### src/rtl/bin2bcd_seq_if.sv
// bin2bcd_seq handshake bundle: start/operand in, busy/done/result out.
// ovf exists only when BIN2BCD_OVF_EN is defined.
interface bin2bcd_seq_if #(
  parameter int BIN_W  = 8,
  parameter int DIGITS = 3
);
  logic                  start;
  logic [BIN_W-1:0]      bin_in;
  logic                  busy;
  logic                  done;
  logic [4*DIGITS-1:0]   bcd_out;
`ifdef BIN2BCD_OVF_EN
  logic                  ovf;

  modport master (
    output start, bin_in,
    input  busy, done, bcd_out, ovf
  );
  modport slave (
    input  start, bin_in,
    output busy, done, bcd_out, ovf
  );
`else
  modport master (
    output start, bin_in,
    input  busy, done, bcd_out
  );
  modport slave (
    input  start, bin_in,
    output busy, done, bcd_out
  );
`endif
endinterface

### src/rtl/bin2bcd_seq.sv
// Sequential double-dabble binary-to-BCD converter, one bit per clock.
// Optional BIN2BCD_OVF_EN adds a sticky overflow flag for the top digit.
module bin2bcd_seq #(
  parameter int BIN_W  = 8,
  parameter int DIGITS = 3
) (
  input  logic clk,
  input  logic rst,
  bin2bcd_seq_if.slave bus
);
  localparam int DW = 4 * DIGITS;
  localparam int CW = $clog2(BIN_W + 1);

  typedef enum logic {
    IDLE,
    SHIFT
  } state_t;

  state_t              state_q, state_d;
  logic [BIN_W-1:0]    bin_q, bin_d;
  logic [DW-1:0]       dig_q, dig_d;
  logic [DW-1:0]       bcd_q, bcd_d;
  logic [DW-1:0]       adj;
  logic [DW+BIN_W-1:0] shifted;
  logic [CW-1:0]       cnt_q, cnt_d;
  logic                done_q, done_d;
`ifdef BIN2BCD_OVF_EN
  logic                carry;
  logic                acc_q, acc_d;
  logic                ovf_q, ovf_d;
`endif

  always_comb begin
    adj = dig_q;
    for (int i = 0; i < DIGITS; i++) begin
      if (dig_q[4*i +: 4] > 4'd4) begin
        adj[4*i +: 4] = dig_q[4*i +: 4] + 4'd3;
      end
    end
  end

  // top bit of adj falls off here: value is kept mod 10^DIGITS
  assign shifted = {adj, bin_q} << 1;
`ifdef BIN2BCD_OVF_EN
  assign carry = adj[DW-1];
`endif

  always_comb begin
    state_d = state_q;
    bin_d   = bin_q;
    dig_d   = dig_q;
    bcd_d   = bcd_q;
    cnt_d   = cnt_q;
    done_d  = 1'b0;
`ifdef BIN2BCD_OVF_EN
    acc_d   = acc_q;
    ovf_d   = ovf_q;
`endif
    unique case (state_q)
      IDLE: begin
        if (bus.start) begin
          state_d = SHIFT;
          bin_d   = bus.bin_in;
          dig_d   = '0;
          cnt_d   = CW'(BIN_W);
`ifdef BIN2BCD_OVF_EN
          acc_d   = 1'b0;
`endif
        end
      end
      SHIFT: begin
        bin_d = shifted[BIN_W-1:0];
        dig_d = shifted[BIN_W +: DW];
        cnt_d = cnt_q - CW'(1);
`ifdef BIN2BCD_OVF_EN
        acc_d = acc_q | carry;
`endif
        if (cnt_q == CW'(1)) begin
          state_d = IDLE;
          done_d  = 1'b1;
          bcd_d   = shifted[BIN_W +: DW];
`ifdef BIN2BCD_OVF_EN
          ovf_d   = acc_q | carry;
`endif
        end
      end
      default: state_d = IDLE;
    endcase
  end

  always_ff @(posedge clk) begin
    if (rst) begin
      state_q <= IDLE;
      bin_q   <= '0;
      dig_q   <= '0;
      bcd_q   <= '0;
      cnt_q   <= '0;
      done_q  <= 1'b0;
`ifdef BIN2BCD_OVF_EN
      acc_q   <= 1'b0;
      ovf_q   <= 1'b0;
`endif
    end else begin
      state_q <= state_d;
      bin_q   <= bin_d;
      dig_q   <= dig_d;
      bcd_q   <= bcd_d;
      cnt_q   <= cnt_d;
      done_q  <= done_d;
`ifdef BIN2BCD_OVF_EN
      acc_q   <= acc_d;
      ovf_q   <= ovf_d;
`endif
    end
  end

  assign bus.busy    = (state_q == SHIFT);
  assign bus.done    = done_q;
  assign bus.bcd_out = bcd_q;
`ifdef BIN2BCD_OVF_EN
  assign bus.ovf     = ovf_q;
`endif

endmodule

### src/flat_wrapper.sv
// flat-port wrapper written by rule: the top's interface ports become plain ports
module bin2bcd_seq_flat 
#(
  parameter int BIN_W  = 8,
  parameter int DIGITS = 3
)
  (clk, rst, bus_start, bus_bin_in, bus_busy, bus_done, bus_bcd_out);
  bin2bcd_seq_if #(.BIN_W(BIN_W), .DIGITS(DIGITS)) bus_i ();
  input  logic clk;
  input  logic rst;
  input wire logic [$bits(bus_i.start)-1:0] bus_start;
  input wire logic [$bits(bus_i.bin_in)-1:0] bus_bin_in;
  output wire logic [$bits(bus_i.busy)-1:0] bus_busy;
  output wire logic [$bits(bus_i.done)-1:0] bus_done;
  output wire logic [$bits(bus_i.bcd_out)-1:0] bus_bcd_out;
  assign bus_i.start = bus_start;
  assign bus_i.bin_in = bus_bin_in;
  assign bus_busy = bus_i.busy;
  assign bus_done = bus_i.done;
  assign bus_bcd_out = bus_i.bcd_out;
  bin2bcd_seq #(.BIN_W(BIN_W), .DIGITS(DIGITS)) u_core (.clk(clk), .rst(rst), .bus(bus_i));
endmodule
### config.mk
export PLATFORM = sky130hd
export DESIGN_NAME = bin2bcd_seq_flat
export DESIGN_NICKNAME = d
export VERILOG_FILES = /design/src/rtl/bin2bcd_seq_if.sv /design/src/rtl/bin2bcd_seq.sv /design/src/flat_wrapper.sv
export SDC_FILE = /design/constraint.sdc
export NUM_CORES = 1
export LEC_CHECK = 0
export ABC_AREA = 1
export CAP_MARGIN = 20
export CORE_MARGIN = 1
export CORE_UTILIZATION = 54
export DETAILED_ROUTE_END_ITERATION = 8
export HOLD_SLACK_MARGIN = 0.05
export PLACE_DENSITY = 0.79
export SLEW_MARGIN = 20
export SYNTH_ARGS = -nofsm -noshare
export SYNTH_HDL_FRONTEND = slang
export SYNTH_SLANG_ARGS = --single-unit
### constraint.sdc
create_clock -name clk -period 1.59 [get_ports clk]
set_input_delay 0.159 -clock clk [delete_from_list [all_inputs] [get_ports clk]]
set_output_delay 0.159 -clock clk [all_outputs]
set_load 0.02 [all_outputs]
# ---- Word-level counts from Yosys, hierarchy flattened
# Index checks and enable logic that the tools add are counted.
# W data, S select, Z words.
dict set report totals {
  output_inout_bits 14
  ramBits 0
  register_bits 38
  n_memories 0
  word_cells 31
  latch_bits 0
  romBits 0
}
dict set report op_classes {
  muxes 13
  bitwise_logic 1
  mul 0
  n_shift 0
  n_eq_ne 2
  n_reduce_logical 2
  magnitude_cmp 3
  addsub 4
  div 0
}
# cell n
set op_table {}
lappend op_table {{$pmux W12 S2} 1}
lappend op_table {{$pmux W8 S2} 1}
lappend op_table {{$gt A4 B3 Y1 const B} 3}
lappend op_table {{$mux W12} 1}
lappend op_table {{$mux W4} 3}
lappend op_table {{$add A4 B2 Y4 const B} 2}
lappend op_table {{$mux W8} 1}
lappend op_table {{$pmux W4 S2} 1}
lappend op_table {{$eq A4 B1 Y1 const B} 1}
lappend op_table {{$sub A4 B1 Y4 const B} 1}
lappend op_table {{$add A3 B2 Y3 const B} 1}
lappend op_table {{$mux W1} 3}
lappend op_table {{$mux W3} 1}
lappend op_table {{$ne A2 B2 Y1 const B} 1}
lappend op_table {{$pmux W1 S2} 1}
lappend op_table {{$reduce_and A2 Y1} 1}
lappend op_table {{$reduce_or A2 Y1} 1}
lappend op_table {{$not A1 Y1} 1}

# ---- Logic depth before layout (Yosys ltp)
dict set report depth {
  ltp_word 3
  ltp_mapped 9
}

# ---- Least setup slack after synthesis
# No wires, ideal clock.
dict set report synth_path {
  path_type {reg2reg}
  start {register u_core.state_q (netlist: u_core.bus.busy)}
  end {register u_core.bcd_q[2] (netlist: u_core.bus.bcd_out[2])}
  setup_ps 113
  required_time_ps 1477
  synth_period_minus_slack_ps 1200
  t_arrival_ps 1087
  setup_slack_ps 390
  path_buffers 2
  stages_incl_launch_ff 8
  path_cell_list {dfxtp_1 buf_6 nand4_4 inv_2 nor2_2 buf_6 nand2_1 nand2_1}
}
dict set report synth_via {
  elab_chain_len 1
}
# element line_no
set synth_rtl {}
lappend synth_rtl {{start, declared} bin2bcd_seq.sv:19} ;# state_t state_q, state_d;
lappend synth_rtl {{start signal, assigned} bin2bcd_seq.sv:104} ;# state_q <= state_d;
lappend synth_rtl {{$reduce_and A2 Y1 (no source line)} -}
lappend synth_rtl {{end signal, assigned} bin2bcd_seq.sv:96} ;# bcd_q <= '0;
lappend synth_rtl {{end signal, assigned} bin2bcd_seq.sv:107} ;# bcd_q <= bcd_d;
lappend synth_rtl {{end, declared} bin2bcd_seq.sv:22} ;# logic [DW-1:0] bcd_q, bcd_d;
# Every way passes these cells.
# A chain may end at the register's enable or synchronous reset.

# ---- Worst setup path after layout
dict set report layout_path {
  start {register u_core.bcd_q[0] (netlist: u_core.bus.bcd_out[0])}
  end {output bus_bcd_out[0]}
}
# element line_no
set layout_rtl {}
lappend layout_rtl {{end, declared} flat_wrapper.sv:15} ;# output wire logic [$bits(bus_i.bcd_out)-1:0] bus_bcd_out;
# No word-level cell between the ends.

==> qor.log <==
[yosys] number of synthesis warnings 0
[detailed_routing] detail-routed via count per cell 4.93
[sta] normalized max-slew margin 77.9%
[cells_and_area] growth of design area from synthesis to finish 16.9%
[place] total half-perimeter wirelength after legalization and detailed placement 2.51 mm
[global_routing] vias in the first global route 1494
[yosys] number of cells produced by synthesis 266
[global_routing] wire length of the first global-routing pass 6.09 mm
[floorplanning] total I/O pin count 25
[worst_setup_path] FF-to-FF setup slack 0.23 ns
[cells_and_area] layout cell share with drive strength beyond 1 6.80%
[worst_setup_path] buffers plus inverters on the worst setup path 1
[sta] endpoints failing hold 0
[place] placed cell areas 0.00213 sq mm
[worst_setup_path] Max stage delay cell, worst path sky130_fd_sc_hd__clkdlybuf4s50_1
[detailed_routing] total length of routed wires 3.39 mm
[clocking] level count of the clock H-tree 2
[yosys] cell taking the most area after synthesis sky130_fd_sc_hd__dfxtp_1
[cells_and_area] most frequent standard cell in the layout excluding fill and tap cells sky130_fd_sc_hd__nand2_1
[worst_setup_path] critical path class flip-flop to output port
[floorplanning] std cell rows 20
[worst_setup_path] Critical Path Sink Type output port
[yosys] synthesized area per cell 6.99 sq um
[clocking] CTS clk-pin slew, worst paths 0.10 ns
[yosys] number of flip-flops and latches in the synthesized netlist 38
[worst_setup_path] nature of the critical path startpoint flip-flop
[floorplanning] Placeable Area 0.00315 sq mm
[cells_and_area] share of the core filled with cells in the final layout 69.0%
[floorplanning] height of the die 60.7 um
[hold_path] Min-Delay Path Class input pin to flip-flop
[floorplanning] starting density of the core 59.0%
[cells_and_area] number of antenna cells inserted 0
[yosys] simple-gate share of the synthesized area 35.9%
[worst_setup_path] number of cells traversed by the worst register-to-register path 9
[worst_setup_path] Worst EP arrival 1.29 ns
[worst_setup_path] delay of the slowest cell on the worst path 0.61 ns
[power_and_ir_drop] peak supply drop 571 uV
[sta] Achievable Freq 0.688 GHz
[cells_and_area] total of fill cells in the finished design 293
[yosys] compound-gate portion of the synthesized area 6.32%
[yosys] XOR/XNOR Fraction of Synth Area 0%
[detailed_routing] vias 1667
[yosys] portion of the post-synthesis area used by sequential elements 40.9%
[worst_setup_path] crit-path leading delay family buffers and inverters
[yosys] portion of netlist area occupied by mux cells 0%
[worst_setup_path] CP Data Required Time 1.43 ns
[cells_and_area] NumNets Final 313
[sta] setup repair after global routing missed its margin no
[sta] Max Transition Viols Final 0
[sta] setup skew after layout 0.00630 ns
[sta] transition at the pin with the smallest max-transition slack 0.332 ns
[place] count of port buffers added during placement 24
[clocking] clock tree from TritonCTS yes
[power_and_ir_drop] Power Dens Cells 752 mW/mm^2
[clocking] clock net sink count 38
[worst_setup_path] CP max FO 2
[run] max-capacitance violation count 0
[global_routing] maximum number of pins on one net before global-route repair 25
[sta] summed negative setup slack over all endpoints 0 ns
[detailed_routing] DRC 0
[clocking] worst-skew pair later-pin latency 0.34 ns
[sta] Final min period 1.45 ns
[status] outcome finished, final reports clean
[hold_path] hold path endpoint u_core.bin_q[0]
[detailed_routing] first-pass iteration count of the detailed router 4
[worst_setup_path] critical path cell sequence clkdlybuf4s50_1
[clocking] hold-fix buffers at CTS 0
[place] weighted congestion at the end of routability-driven global placement 0.782
[floorplanning] Die ar. 0.00368 sq mm
[detailed_routing] average wire length per cell after detail routing 10.0 um
[cells_and_area] final instance area 0.00218 sq mm
[clocking] maximum buffer depth of the clock tree 2
[yosys] Synthesized Nets 285
[yosys] Synth Cell Area 0.00186 sq mm
[detailed_routing] post-detailed-route count of antenna-violating nets 0
[yosys] dominant cells by area after synthesis sky130_fd_sc_hd__dfxtp_1, sky130_fd_sc_hd__nand2_1, sky130_fd_sc_hd__nand3_1
[clocking] number of buffers inserted by post-CTS setup repair 0
[floorplanning] horizontal extent of the die 60.7 um
[sta] post-route clock period utilization 91.4%
[detailed_routing] violation count after the first detailed-routing iteration 67
[global_routing] Overall Global Routing Usage 22.0%
[hold_path] Hold Crit Depth 3
[cells_and_area] total area of multi-input combinational cells 886 sq um
[yosys] adder-cell share of the synthesized area 5.38%
[cells_and_area] most used cells in the layout excluding fill and tap cells sky130_fd_sc_hd__nand2_1, sky130_fd_sc_hd__dfxtp_1, sky130_fd_sc_hd__inv_1, sky130_fd_sc_hd__nand3_1, sky130_fd_sc_hd__clkdlybuf4s50_1
[clocking] CTS root buffer sky130_fd_sc_hd__clkbuf_4
[yosys] main combinational cell family by area after synthesis simple AND/OR/NAND/NOR gates
[power_and_ir_drop] static leakage power 1.07 nW
[cells_and_area] sequential cell area 761 sq um
[sta] setup violators final 0
[clocking] number of CTS-inserted buffers 5
[worst_setup_path] Reg2Reg Launch Point u_core.dig_q[4]
[yosys] count of cell types in the netlist 23
[hold_path] Min-Delay Startpoint bus_bin_in[0]
[yosys] top cell type's share of synthesized area 40.9%
[worst_setup_path] capture instance of the worst register-to-register path u_core.dig_q[7]
[global_routing] antenna violations before repair 0
[global_routing] overflow left after global routing 0
stage by stage:
step | hold WS [ns] | cells | setup WS [ns] | total power [mW]
final | 0.397 | 338 | 0.137 | 1.64
after global placement | 0.428 | 331 | 0.247 | 1.21
after CTS | 0.381 | 338 | 0.111 | 1.66
after floorplan | 0.302 | 266 | 0.390 | 1.15
after detailed placement | 0.434 | 331 | 0.225 | 1.21
after global routing | 0.381 | 338 | 0.0701 | 1.72
logic make-up (layout without fill, tap and decap cells):
family                     after synthesis  after routing
AOI/OAI and AO/OA                       22             22
DFF                                     38             38
adders and majority gates                8              8
and+or+nand+nor                        151            151
buffers and inverters                   47             75
final cells by class:
class,count,share of cell area (%)
Sequential cell,38,35.0
Clock buffer,5,1.73
Tap cell,44,2.53
Multi-Input combinational cell,181,40.7
Inverter,38,6.56
Clock inverter,2,0.460
Timing Repair Buffer,30,13.1
registers in the layout (all words and copies together) (netlist names):
name                flops
u_core.bus.busy         1
u_core.bus.done         1
u_core.bin_q            8
u_core.cnt_q            4
u_core.dig_q           12
u_core.bus.bcd_out     12
worst register-to-register path, stage by stage (launching register included):
cell and delay, ns:
sky130_fd_sc_hd__dfxtp_1 0.38, sky130_fd_sc_hd__inv_1 0.09, sky130_fd_sc_hd__ha_1 0.21, sky130_fd_sc_hd__inv_1 0.05, sky130_fd_sc_hd__nand2_1 0.07, sky130_fd_sc_hd__nand2_1 0.17
sky130_fd_sc_hd__nand2_1 0.07, sky130_fd_sc_hd__nand2_1 0.09, sky130_fd_sc_hd__nand2_1 0.06, sky130_fd_sc_hd__a21oi_1 0.11
per-layer routing:
metal / vias to the layer above / track usage, % / wire length, um / part of all wire (%)
li1: 884 / - / - / -
met3: 5 / 5.97 / 125 / 3.7
met1: 748 / 25.4 / 1580 / 46
met2: 30 / 40.2 / 1650 / 49
met5: - / 0 / 0 / 0
met4: 0 / 5.84 / 35 / 1.0
worst max-delay path by stage:
| stage | end | cells after the start | slack, ns | startpoint |
|---|---|---|---|---|
| after global routing | bus_bcd_out[8] | 1 | 0.07 | u_core.bus.bcd_out[8] |
| final | bus_bcd_out[0] | 1 | 0.14 | u_core.bus.bcd_out[0] |
| after detailed placement | u_core.bin_q[2] | 7 | 0.22 | bus_start |
| after CTS | bus_bcd_out[0] | 1 | 0.11 | u_core.bus.bcd_out[0] |
| after global placement | u_core.cnt_q[3] | 4 | 0.25 | bus_start |
| after floorplan | u_core.bus.bcd_out[2] | 7 | 0.39 | u_core.bus.busy |
Yosys cell counts:
cell,number
sky130_fd_sc_hd__nand2_1,107
sky130_fd_sc_hd__dfxtp_1,38
sky130_fd_sc_hd__inv_1,37
sky130_fd_sc_hd__nand3_1,31
sky130_fd_sc_hd__a21oi_1,17
sky130_fd_sc_hd__ha_1,8
sky130_fd_sc_hd__buf_2,3
sky130_fd_sc_hd__buf_4,3
sky130_fd_sc_hd__buf_6,3
sky130_fd_sc_hd__nor2_1,3
sky130_fd_sc_hd__nand4_1,2
sky130_fd_sc_hd__nor2_4,2
sky130_fd_sc_hd__o21ai_0,2
sky130_fd_sc_hd__a22oi_1,1
sky130_fd_sc_hd__inv_2,1
sky130_fd_sc_hd__nand4_4,1
sky130_fd_sc_hd__nor2_2,1
sky130_fd_sc_hd__nor2_8,1
sky130_fd_sc_hd__nor3_1,1
sky130_fd_sc_hd__nor4_1,1
sky130_fd_sc_hd__o211a_1,1
sky130_fd_sc_hd__o21ai_1,1
sky130_fd_sc_hd__or2_2,1
report_power, final:
group	switching, mW	internal (mW)	total (mW)
Combinational	0.111	0.0789	0.189
Clock	0.295	0.159	0.454
Sequential	0.0160	0.977	0.993
Total	0.422	1.21	1.64
what timing repair did:
item	4_1_cts	5_1_grt
endpoints found under the hold margin	0	0
setup endpoints to repair	1	0
resized for setup	1	0
Power figures use the tool's default switching activity.
